$ cat src/rtl/rx_bit_timer_if.sv
// Serial receive bundle: raw line into the bit timer, strobes and assembled data out of it.
// The master side is the bit timer itself; the slave side is the line driver / data consumer.
interface rx_bit_timer_if #(
    parameter int DATA_BITS = 8
);
    localparam int IDX_W = $clog2(DATA_BITS + 1);

    logic                 serial_in;
    logic                 shift_strobe;
    logic [IDX_W-1:0]     bit_index;
    logic [DATA_BITS-1:0] rx_data;
    logic                 packet_done;
    logic                 framing_error;
    logic                 busy;

    modport master (
        input  serial_in,
        output shift_strobe, bit_index, rx_data, packet_done, framing_error, busy
    );

    modport slave (
        output serial_in,
        input  shift_strobe, bit_index, rx_data, packet_done, framing_error, busy
    );
endinterface

$ cat src/rtl/rx_bit_timer.sv
// Receive-side bit timing: qualifies the start bit at mid-bit, strobes each data bit at
// bit centre while assembling the word LSB first, and samples the stop bit for framing.
module rx_bit_timer #(
    parameter int CLKS_PER_BIT = 10,
    parameter int DATA_BITS    = 8
) (
    input  logic           clk,
    input  logic           rst,
    rx_bit_timer_if.master bus
);
    localparam int TMR_W = $clog2(CLKS_PER_BIT);
    localparam int IDX_W = $clog2(DATA_BITS + 1);
    localparam logic [TMR_W-1:0] HALF_BIT = TMR_W'(CLKS_PER_BIT / 2 - 1);
    localparam logic [TMR_W-1:0] FULL_BIT = TMR_W'(CLKS_PER_BIT - 1);
    localparam logic [IDX_W-1:0] LAST_IDX = IDX_W'(DATA_BITS - 1);

    typedef enum logic [1:0] {
        IDLE,
        START,
        DATA,
        STOP
    } state_t;

    state_t               state_q;
    state_t               state_d;
    logic                 sync_1;
    logic                 sync_2;
    logic                 prev;
    logic                 start_edge;
    logic [TMR_W-1:0]     timer;
    logic [IDX_W-1:0]     bit_index_q;
    logic [DATA_BITS-1:0] rx_data_q;
    logic [DATA_BITS-1:0] rx_data_shifted;
    logic                 framing_error_q;
    logic                 shift_strobe;
    logic                 packet_done;
    logic                 frame_start;

    // All three flops come out of reset high so an idle line never looks like a start edge.
    always_ff @(posedge clk or posedge rst) begin
        if (rst) begin
            sync_1 <= 1'b1;
            sync_2 <= 1'b1;
            prev   <= 1'b1;
        end else begin
            sync_1 <= bus.serial_in;
            sync_2 <= sync_1;
            prev   <= sync_2;
        end
    end

    assign start_edge = prev & ~sync_2;

    always_ff @(posedge clk or posedge rst) begin
        if (rst) begin
            state_q <= IDLE;
        end else begin
            state_q <= state_d;
        end
    end

    always_comb begin
        state_d      = state_q;
        shift_strobe = 1'b0;
        packet_done  = 1'b0;
        frame_start  = 1'b0;
        case (state_q)
            IDLE: begin
                if (start_edge) begin
                    state_d     = START;
                    frame_start = 1'b1;
                end
            end
            START: begin
                if (timer == HALF_BIT) begin
                    state_d = sync_2 ? IDLE : DATA;
                end
            end
            DATA: begin
                if (timer == FULL_BIT) begin
                    shift_strobe = 1'b1;
                    if (bit_index_q == LAST_IDX) begin
                        state_d = STOP;
                    end
                end
            end
            STOP: begin
                if (timer == FULL_BIT) begin
                    packet_done = 1'b1;
                    // A start edge landing on the stop sample chains straight into the next frame.
                    if (start_edge) begin
                        state_d     = START;
                        frame_start = 1'b1;
                    end else begin
                        state_d = IDLE;
                    end
                end
            end
            default: state_d = IDLE;
        endcase
    end

    // The timer restarts on every state change and on each data strobe, so it counts within a bit.
    always_ff @(posedge clk or posedge rst) begin
        if (rst) begin
            timer <= '0;
        end else if ((state_d != state_q) || shift_strobe) begin
            timer <= '0;
        end else begin
            timer <= timer + TMR_W'(1);
        end
    end

    always_comb begin
        rx_data_shifted                = rx_data_q >> 1;
        rx_data_shifted[DATA_BITS-1]   = sync_2;
    end

    always_ff @(posedge clk or posedge rst) begin
        if (rst) begin
            bit_index_q     <= '0;
            rx_data_q       <= '0;
            framing_error_q <= 1'b0;
        end else if (frame_start) begin
            bit_index_q     <= '0;
            rx_data_q       <= '0;
            framing_error_q <= 1'b0;
        end else begin
            if (shift_strobe) begin
                rx_data_q   <= rx_data_shifted;
                bit_index_q <= bit_index_q + IDX_W'(1);
            end
            if (packet_done) begin
                framing_error_q <= ~sync_2;
            end
        end
    end

    assign bus.shift_strobe  = shift_strobe;
    assign bus.packet_done   = packet_done;
    assign bus.bit_index     = bit_index_q;
    assign bus.rx_data       = rx_data_q;
    assign bus.framing_error = framing_error_q;
    assign bus.busy          = (state_q != IDLE);

endmodule

$ cat src/flat_wrapper.sv
// flat-port wrapper written by rule: the top's interface ports become plain ports
module rx_bit_timer_flat 
#(
    parameter int CLKS_PER_BIT = 10,
    parameter int DATA_BITS    = 8
)
  (clk, rst, bus_serial_in, bus_shift_strobe, bus_bit_index, bus_rx_data, bus_packet_done, bus_framing_error, bus_busy);
  rx_bit_timer_if #(.DATA_BITS(DATA_BITS)) bus_i ();
  input  logic clk;
  input  logic rst;
  input wire logic [$bits(bus_i.serial_in)-1:0] bus_serial_in;
  output wire logic [$bits(bus_i.shift_strobe)-1:0] bus_shift_strobe;
  output wire logic [$bits(bus_i.bit_index)-1:0] bus_bit_index;
  output wire logic [$bits(bus_i.rx_data)-1:0] bus_rx_data;
  output wire logic [$bits(bus_i.packet_done)-1:0] bus_packet_done;
  output wire logic [$bits(bus_i.framing_error)-1:0] bus_framing_error;
  output wire logic [$bits(bus_i.busy)-1:0] bus_busy;
  assign bus_i.serial_in = bus_serial_in;
  assign bus_shift_strobe = bus_i.shift_strobe;
  assign bus_bit_index = bus_i.bit_index;
  assign bus_rx_data = bus_i.rx_data;
  assign bus_packet_done = bus_i.packet_done;
  assign bus_framing_error = bus_i.framing_error;
  assign bus_busy = bus_i.busy;
  rx_bit_timer #(.CLKS_PER_BIT(CLKS_PER_BIT), .DATA_BITS(DATA_BITS)) u_core (.clk(clk), .rst(rst), .bus(bus_i));
endmodule
$ cat config.mk
export PLATFORM = sky130hd
export DESIGN_NAME = rx_bit_timer_flat
export DESIGN_NICKNAME = d
export VERILOG_FILES = /design/src/rtl/rx_bit_timer_if.sv /design/src/rtl/rx_bit_timer.sv /design/src/flat_wrapper.sv
export SDC_FILE = /design/constraint.sdc
export NUM_CORES = 1
export LEC_CHECK = 0
export ABC_AREA = 1
export CORE_MARGIN = 2
export CORE_UTILIZATION = 32
export DETAILED_ROUTE_END_ITERATION = 10
export PLACE_DENSITY = 0.6
export SETUP_SLACK_MARGIN = 0.3
export SLEW_MARGIN = 15
export SYNTH_ARGS = -nofsm -noshare
export SYNTH_HDL_FRONTEND = slang
export SYNTH_SLANG_ARGS = --single-unit
$ cat constraint.sdc
create_clock -name clk -period 1.7 [get_ports clk]
set_clock_uncertainty 0.05 [all_clocks]
set_input_delay 0.34 -clock clk [delete_from_list [all_inputs] [get_ports clk]]
set_output_delay 0.34 -clock clk [all_outputs]
set_load 0.02 [all_outputs]
; Word-level counts from Yosys, hierarchy flattened
; Cells that the tools add are included.
[op_classes]
n_reduce_logical = 5
n_mux = 21
addsub = 2
eq_ne = 7
bitwise = 2
[ops]
columns = operator, n
row1 = two-way mux 8 bit, 2
row2 = two-way mux 2 bit, 6
row3 = two-way mux 4 bit, 3
row4 = adder 4 x 1 -> 4 bit (second input constant), 2
row5 = equality test 4 x 3 -> 1 bit (second input constant), 2
row6 = two-way mux 1 bit, 8
row7 = case mux 2 bit (4 select lines), 1
row8 = nonzero test 2 bit, 3
row9 = equality test 2 bit (second input constant), 2
row10 = equality test 4 bit (second input constant), 1
row11 = equality test 2 x 1 -> 1 bit (second input constant), 1
row12 = zero test 2 bit, 1
row13 = inequality test 2 bit, 1
row14 = case mux 1 bit (2 select lines), 1
row15 = AND 1 bit, 1
row16 = logical OR 1 bit, 1
row17 = inverter 1 bit, 1
[word_totals]
out_inout_bits = 16
regBits = 22
word_cells = 45

; Longest topological paths before layout
[logic_depth]
word_depth = 8
ltp_mapped = 13

; Worst setup path after synthesis
; OpenSTA, ideal clock, no wires.
[synth_timing]
path_type = reg2reg
from = reg u_core.state_q[0]
to = reg u_core.bit_index_q[1] (netlist: u_core.bus.bit_index[1])
synth_period_minus_slack_ps = 1536
arrival_ps = 1366
stages_incl_launch_ff = 10
slack_ps = 164
path_cell_list = dfrtp_1 -> inv_1 -> ha_1 -> inv_1 -> nand2_2 -> nand2_2 -> nand2_2 -> buf_6 -> a31oi_1 -> inv_1
[synth_between]
elab_chain_cells = 3
[synth_lines]
columns = element, line_no
row1 = start: declaration, rx_bit_timer.sv:24  ; state_t state_q;
row2 = start signal: assignment, rx_bit_timer.sv:58  ; state_q <= state_d;
row3 = equality test 2 bit / zero test 2 bit (equally long branches), rx_bit_timer.sv:67  ; case (state_q)
row4 = case mux 1 bit (2 select lines) / two-way mux 1 bit (equally long branches), rx_bit_timer.sv:67
row5 = two-way mux 4 bit / nonzero test 2 bit (equally long branches), -
row6 = end signal: assignment, rx_bit_timer.sv:131  ; bit_index_q <= bit_index_q + IDX_W'(1);
row7 = end: declaration, rx_bit_timer.sv:31  ; logic [IDX_W-1:0] bit_index_q;
; Parallel ways exist; a longest one is shown, timed or not.
; A chain may end at the register's enable or synchronous reset.

; Worst setup path after layout
[layout_timing]
from = reg u_core.timer[1]
to = reg u_core.timer[0]
[layout_between]
elab_chain_cells = 6
[layout_lines]
columns = element, line_no
row1 = start: declaration, rx_bit_timer.sv:30  ; logic [TMR_W-1:0] timer;
row2 = start signal: assignment, rx_bit_timer.sv:110  ; timer <= timer + TMR_W'(1);
row3 = equality test 4 bit / equality test 4 x 3 -> 1 bit (equally long branches), "rx_bit_timer.sv:80, rx_bit_timer.sv:88, rx_bit_timer.sv:75"
row4 = two-way mux 2 bit (on tied branches), "rx_bit_timer.sv:88, rx_bit_timer.sv:75, rx_bit_timer.sv:80"
row5 = case mux 2 bit (4 select lines), rx_bit_timer.sv:67
row6 = inequality test 2 bit, rx_bit_timer.sv:107  ; end else if ((state_d != state_q) || shift_strobe) begin
row7 = logical OR 1 bit (*), rx_bit_timer.sv:107
row8 = two-way mux 4 bit (*), rx_bit_timer.sv:107
; Mark *: on every way between the ends. The rest lies on a longest branch, timed or not.

==> results.md <==
Status
- outcome: finished with violations
- violations in the final reports: setup timing

Route
- routed length per placed instance: 12.4 µm
- length of routed met2 wiring: 1550 µm
- met3 layer wire length in the routed design: 95 µm
- uppermost metal layer occupied by signal nets: met4
- number of vias in the routed layout: 1101
- total iterations of the first detailed-routing run: 4
- DRT Wirelength: 3010 µm
- antenna viol nets, final: 0
- Post-Route M1 WL: 1350 µm
- average via count per standard cell: 4.53
- number of remaining DRC errors: 0
- violation count after the first detailed-routing iteration: 32

Worst setup path
- reg-to-reg setup timing slack: -0.06 ns
- kind of capture point of the worst setup path: register
- data required time at the worst endpoint: 1.81 ns
- Setup CP Type: reg2reg
- critical register-to-register path endpoint: u_core.timer[0]
- critical path's most frequent cell: sky130_fd_sc_hd__nand2_1
- reg-to-reg critical path startpoint: u_core.timer[1]
- Critical Path, Cell by Cell: inv_2 -> ha_4 -> nand2_4 -> nor2_4 -> nand2_2 -> buf_8 -> nor2_4 -> nor2_1 -> nand2_1 -> nand2_1 -> nand2_1 -> nand2_1 -> nand2_2 -> nor2_1
- highest cell delay on the worst timing path: 0.39 ns
- element type at the critical path start: register
- cell depth of the worst flop-to-flop path: 14
- critical path data arrival time: 1.87 ns
- cell at the slowest stage of the critical path: sky130_fd_sc_hd__dfrtp_1
- maximum fanout count along the critical path: 4

Synth
- simple logic cell fraction of the synthesized area: 22.3%
- share of synthesized area occupied by flip-flops and latches: 45.4%
- Post-Synth Adder-Cell Area: 9.22%
- Synthesized Nets: 157
- number of synthesized register bits: 22
- Distinct cells, synth: 24
- largest family of logic cells by synthesized area: simple AND/OR/NAND/NOR gates
- number of synthesis warnings: 0
- share of synthesized area spent on multiplexers: 0.922%
- XOR/XNOR share of the synthesized area: 2.15%
- average cell area after synthesis: 8.42 µm²
- area fraction in compound gates after synthesis: 7.48%
- mapped cell area: 1220 µm²
- cell count after synthesis: 145

Clock tree
- total number of clock tree sinks: 22
- CTS tree: done
- Clk Tree Root Cell: sky130_fd_sc_hd__clkbuf_8
- insertion delay of the later-clocked pin in the worst-skew pair: 0.27 ns
- CTS H-Tree Depth: 1
- maximum clock insertion buffer count: 2
- CTS clk-pin slew, worst paths: 0.08 ns
- number of buffers created by CTS: 3
- Hold Buf Count CTS: 0

STA
- maximum operating frequency: 568 MHz
- Total Negative Setup Slacks: -0.308 ns
- Final Slew Violations: 0
- setup repair after global routing missed its margin: yes
- shortest period the worst path allows: 1.76 ns
- worst-margin pin slew: 0.294 ns
- period utilisation layout: 104%
- Final setup viols: 9
- worst relative slew slack: 80.2%
- post-route setup slack: -0.0613 ns
- Hold Vio Cnt, Final: 0

Die
- number of ports placed on the die boundary: 19
- Die H: 65.8 µm
- horizontal die dimension: 65.8 µm
- core region area: 3660 µm²
- Placement Rows: 22
- starting utilization of the core area: 33.4%
- area of the die: 4330 µm²

Power
- power density over the cells: 1350 nW/µm²
- clock network power share: 18.3%
- power share of the combinational group: 55.8%
- power share of the sequential group: 25.9%
- total net switching power: 1.04 mW
- leakage component of the power: 1.04 nW
- fraction of power spent switching nets: 38.3%
- largest voltage drop on the vdd net: 969 µV
- cell-internal power: 1.66 mW

Global routing
- Total Routing Usage GR: 14.8%
- pin count of the biggest net entering global routing: 23
- total overflow reported by the global router: 0
- number of antenna violations at the first check in global routing: 0
- number of global-route vias before repair: 1090
- wire length of the first global-routing pass: 4970 µm

Layout
- number of diodes added for antenna fixing: 0
- post-route non-filler standard cell count: 243
- post-route cell area: 2000 µm²
- P&R area growth vs syn: 63.5%
- share of cells above drive strength 1: 49.7%
- Final nets: 208

Placement
- instance count after placement with tap cells included: 223
- Port-buffer cells: 18
- instance area after placement: 1550 µm²
- weighted congestion at the end of routability-driven global placement: 0.778
- sum of net half-perimeters after detailed placement: 1850 µm

Job
- max-cap violation count: 0

Worst hold path
- beginning of the worst hold path: u_core.sync_1
- Worst Hold Endpoint: u_core.sync_2
- cell depth of the worst hold path: 0
- HP Class: reg2reg

==> state kept, by name (all words and copies together), names as in the netlist <==
signal,count
u_core.bus.rx_data,8
u_core.prev,1
u_core.bus.bit_index,4
u_core.sync_2,1
u_core.state_q,2
u_core.bus.framing_error,1
u_core.sync_1,1
u_core.timer,4
==> how the worst max path moves through the flow <==
stage	from	end	slack, ns	cells after the start
2_1_floorplan	u_core.timer[1]	u_core.bus.rx_data[1]	0.18	12
3_3_place_gp	u_core.timer[1]	bus_shift_strobe	-0.20	7
3_5_place_dp	u_core.timer[1]	bus_shift_strobe	-0.25	7
4_1_cts	u_core.timer[1]	bus_shift_strobe	-0.04	7
5_1_grt	u_core.state_q[0]	u_core.timer[2]	-0.18	11
6_report	u_core.timer[1]	u_core.timer[0]	-0.06	14
==> worst max-delay path, delay by kind of cell, from the launching register on <==
kind	cells	cell delay, ns
AND/OR/NAND/NOR	11	0.83
flip-flops	1	0.39
adder cells (fa/ha/maj)	1	0.16
buffers and inverters	2	0.22
==> cells in the final DEF (no fill, tap or decap), drive strengths merged, types with 4 or more instances in the layout <==
cell type / n
a31oi: 6
buf: 34
clkbuf: 10
dfrtp: 19
ha: 9
inv: 31
nand2: 27
nand3: 8
nor2: 20
nor3: 4
o21ai: 4
==> metal layers <==
| layer | up-vias | GRT usage (%) |
|---|---|---|
| li1 | 542 | - |
| met2 | 20 | 24.5 |
| met3 | 3 | 2.21 |
| met5 | - | 0 |
| met4 | 0 | 3.13 |
| met1 | 536 | 20.6 |
==> cells in the mapped netlist <==
cell	instances	area [µm²]
sky130_fd_sc_hd__xnor2_1	1	8.76
sky130_fd_sc_hd__a21oi_1	3	15.0
sky130_fd_sc_hd__nor2_1	18	67.6
sky130_fd_sc_hd__xor2_1	2	17.5
sky130_fd_sc_hd__o21bai_2	1	11.3
sky130_fd_sc_hd__nand2_1	19	71.3
sky130_fd_sc_hd__and3_1	1	6.26
sky130_fd_sc_hd__a31oi_1	6	37.5
sky130_fd_sc_hd__buf_6	2	22.5
sky130_fd_sc_hd__buf_2	1	5.00
sky130_fd_sc_hd__nand2_2	8	50.1
sky130_fd_sc_hd__inv_1	31	116
sky130_fd_sc_hd__o21ai_1	3	15.0
sky130_fd_sc_hd__nor2_2	1	6.26
sky130_fd_sc_hd__dfstp_2	3	78.8
sky130_fd_sc_hd__mux2_1	1	11.3
sky130_fd_sc_hd__ha_1	9	113
sky130_fd_sc_hd__clkinv_4	1	8.76
sky130_fd_sc_hd__dfrtp_1	19	475
sky130_fd_sc_hd__o21ai_0	1	5.00
sky130_fd_sc_hd__a21boi_0	1	7.51
sky130_fd_sc_hd__nor2_4	1	11.3
sky130_fd_sc_hd__nor3_1	4	20.0
sky130_fd_sc_hd__nand3_1	8	40.0
==> power groups by stage <==
stage	logic (mW)	clock network, mW	registers [mW]
final	1.51	0.494	0.699
after global routing	1.65	0.526	0.709
after CTS	1.36	0.505	0.687
after detailed placement	1.03	0	0.690
after global placement	0.987	0	0.686
after floorplan	0.591	0	0.735
==> timing repair <==
| action | 4_1_cts | 5_1_grt |
|---|---|---|
| buffers inserted | 12 | 3 |
| gates resized for setup | 82 | 38 |
| pin swaps | 21 | 16 |
| endpoints found under the setup margin | 35 | 31 |
| gates cloned | 1 | 0 |
==> area by class of cell <==
| cell class | count | area (µm²) |
|---|---|---|
| clock buffers | 3 | 41.3 |
| clock inverters | 1 | 30.0 |
| fillers | 327 | 1660 |
| inverters | 32 | 128 |
| multi-input cells | 88 | 723 |
| flip-flops and latches | 22 | 554 |
| well taps | 48 | 60.1 |
| repair buffers | 49 | 460 |
==> stage by stage <==
| stage | power (mW) | hold slack, ns | worst slack [ns] | util, % |
|---|---|---|---|---|
| floorplan | 1.33 | 0.277 | 0.176 | - |
| finish | 2.70 | 0.309 | -0.0613 | 54.5 |
| CTS | 2.55 | 0.311 | -0.0424 | 51.1 |
| global route | 2.88 | 0.318 | -0.178 | 54.5 |
| global placement | 1.67 | 0.299 | -0.203 | 42.2 |
| detailed placement | 1.72 | 0.299 | -0.246 | 42.2 |
==> cell families after synthesis <==
kind of cell,count (synthesis)
fa+ha+maj,9
buf+inv,35
simple gates,60
mux,1
compound gates,15
xor+xnor,3
flops,22
Power figures use the tool's default switching activity.
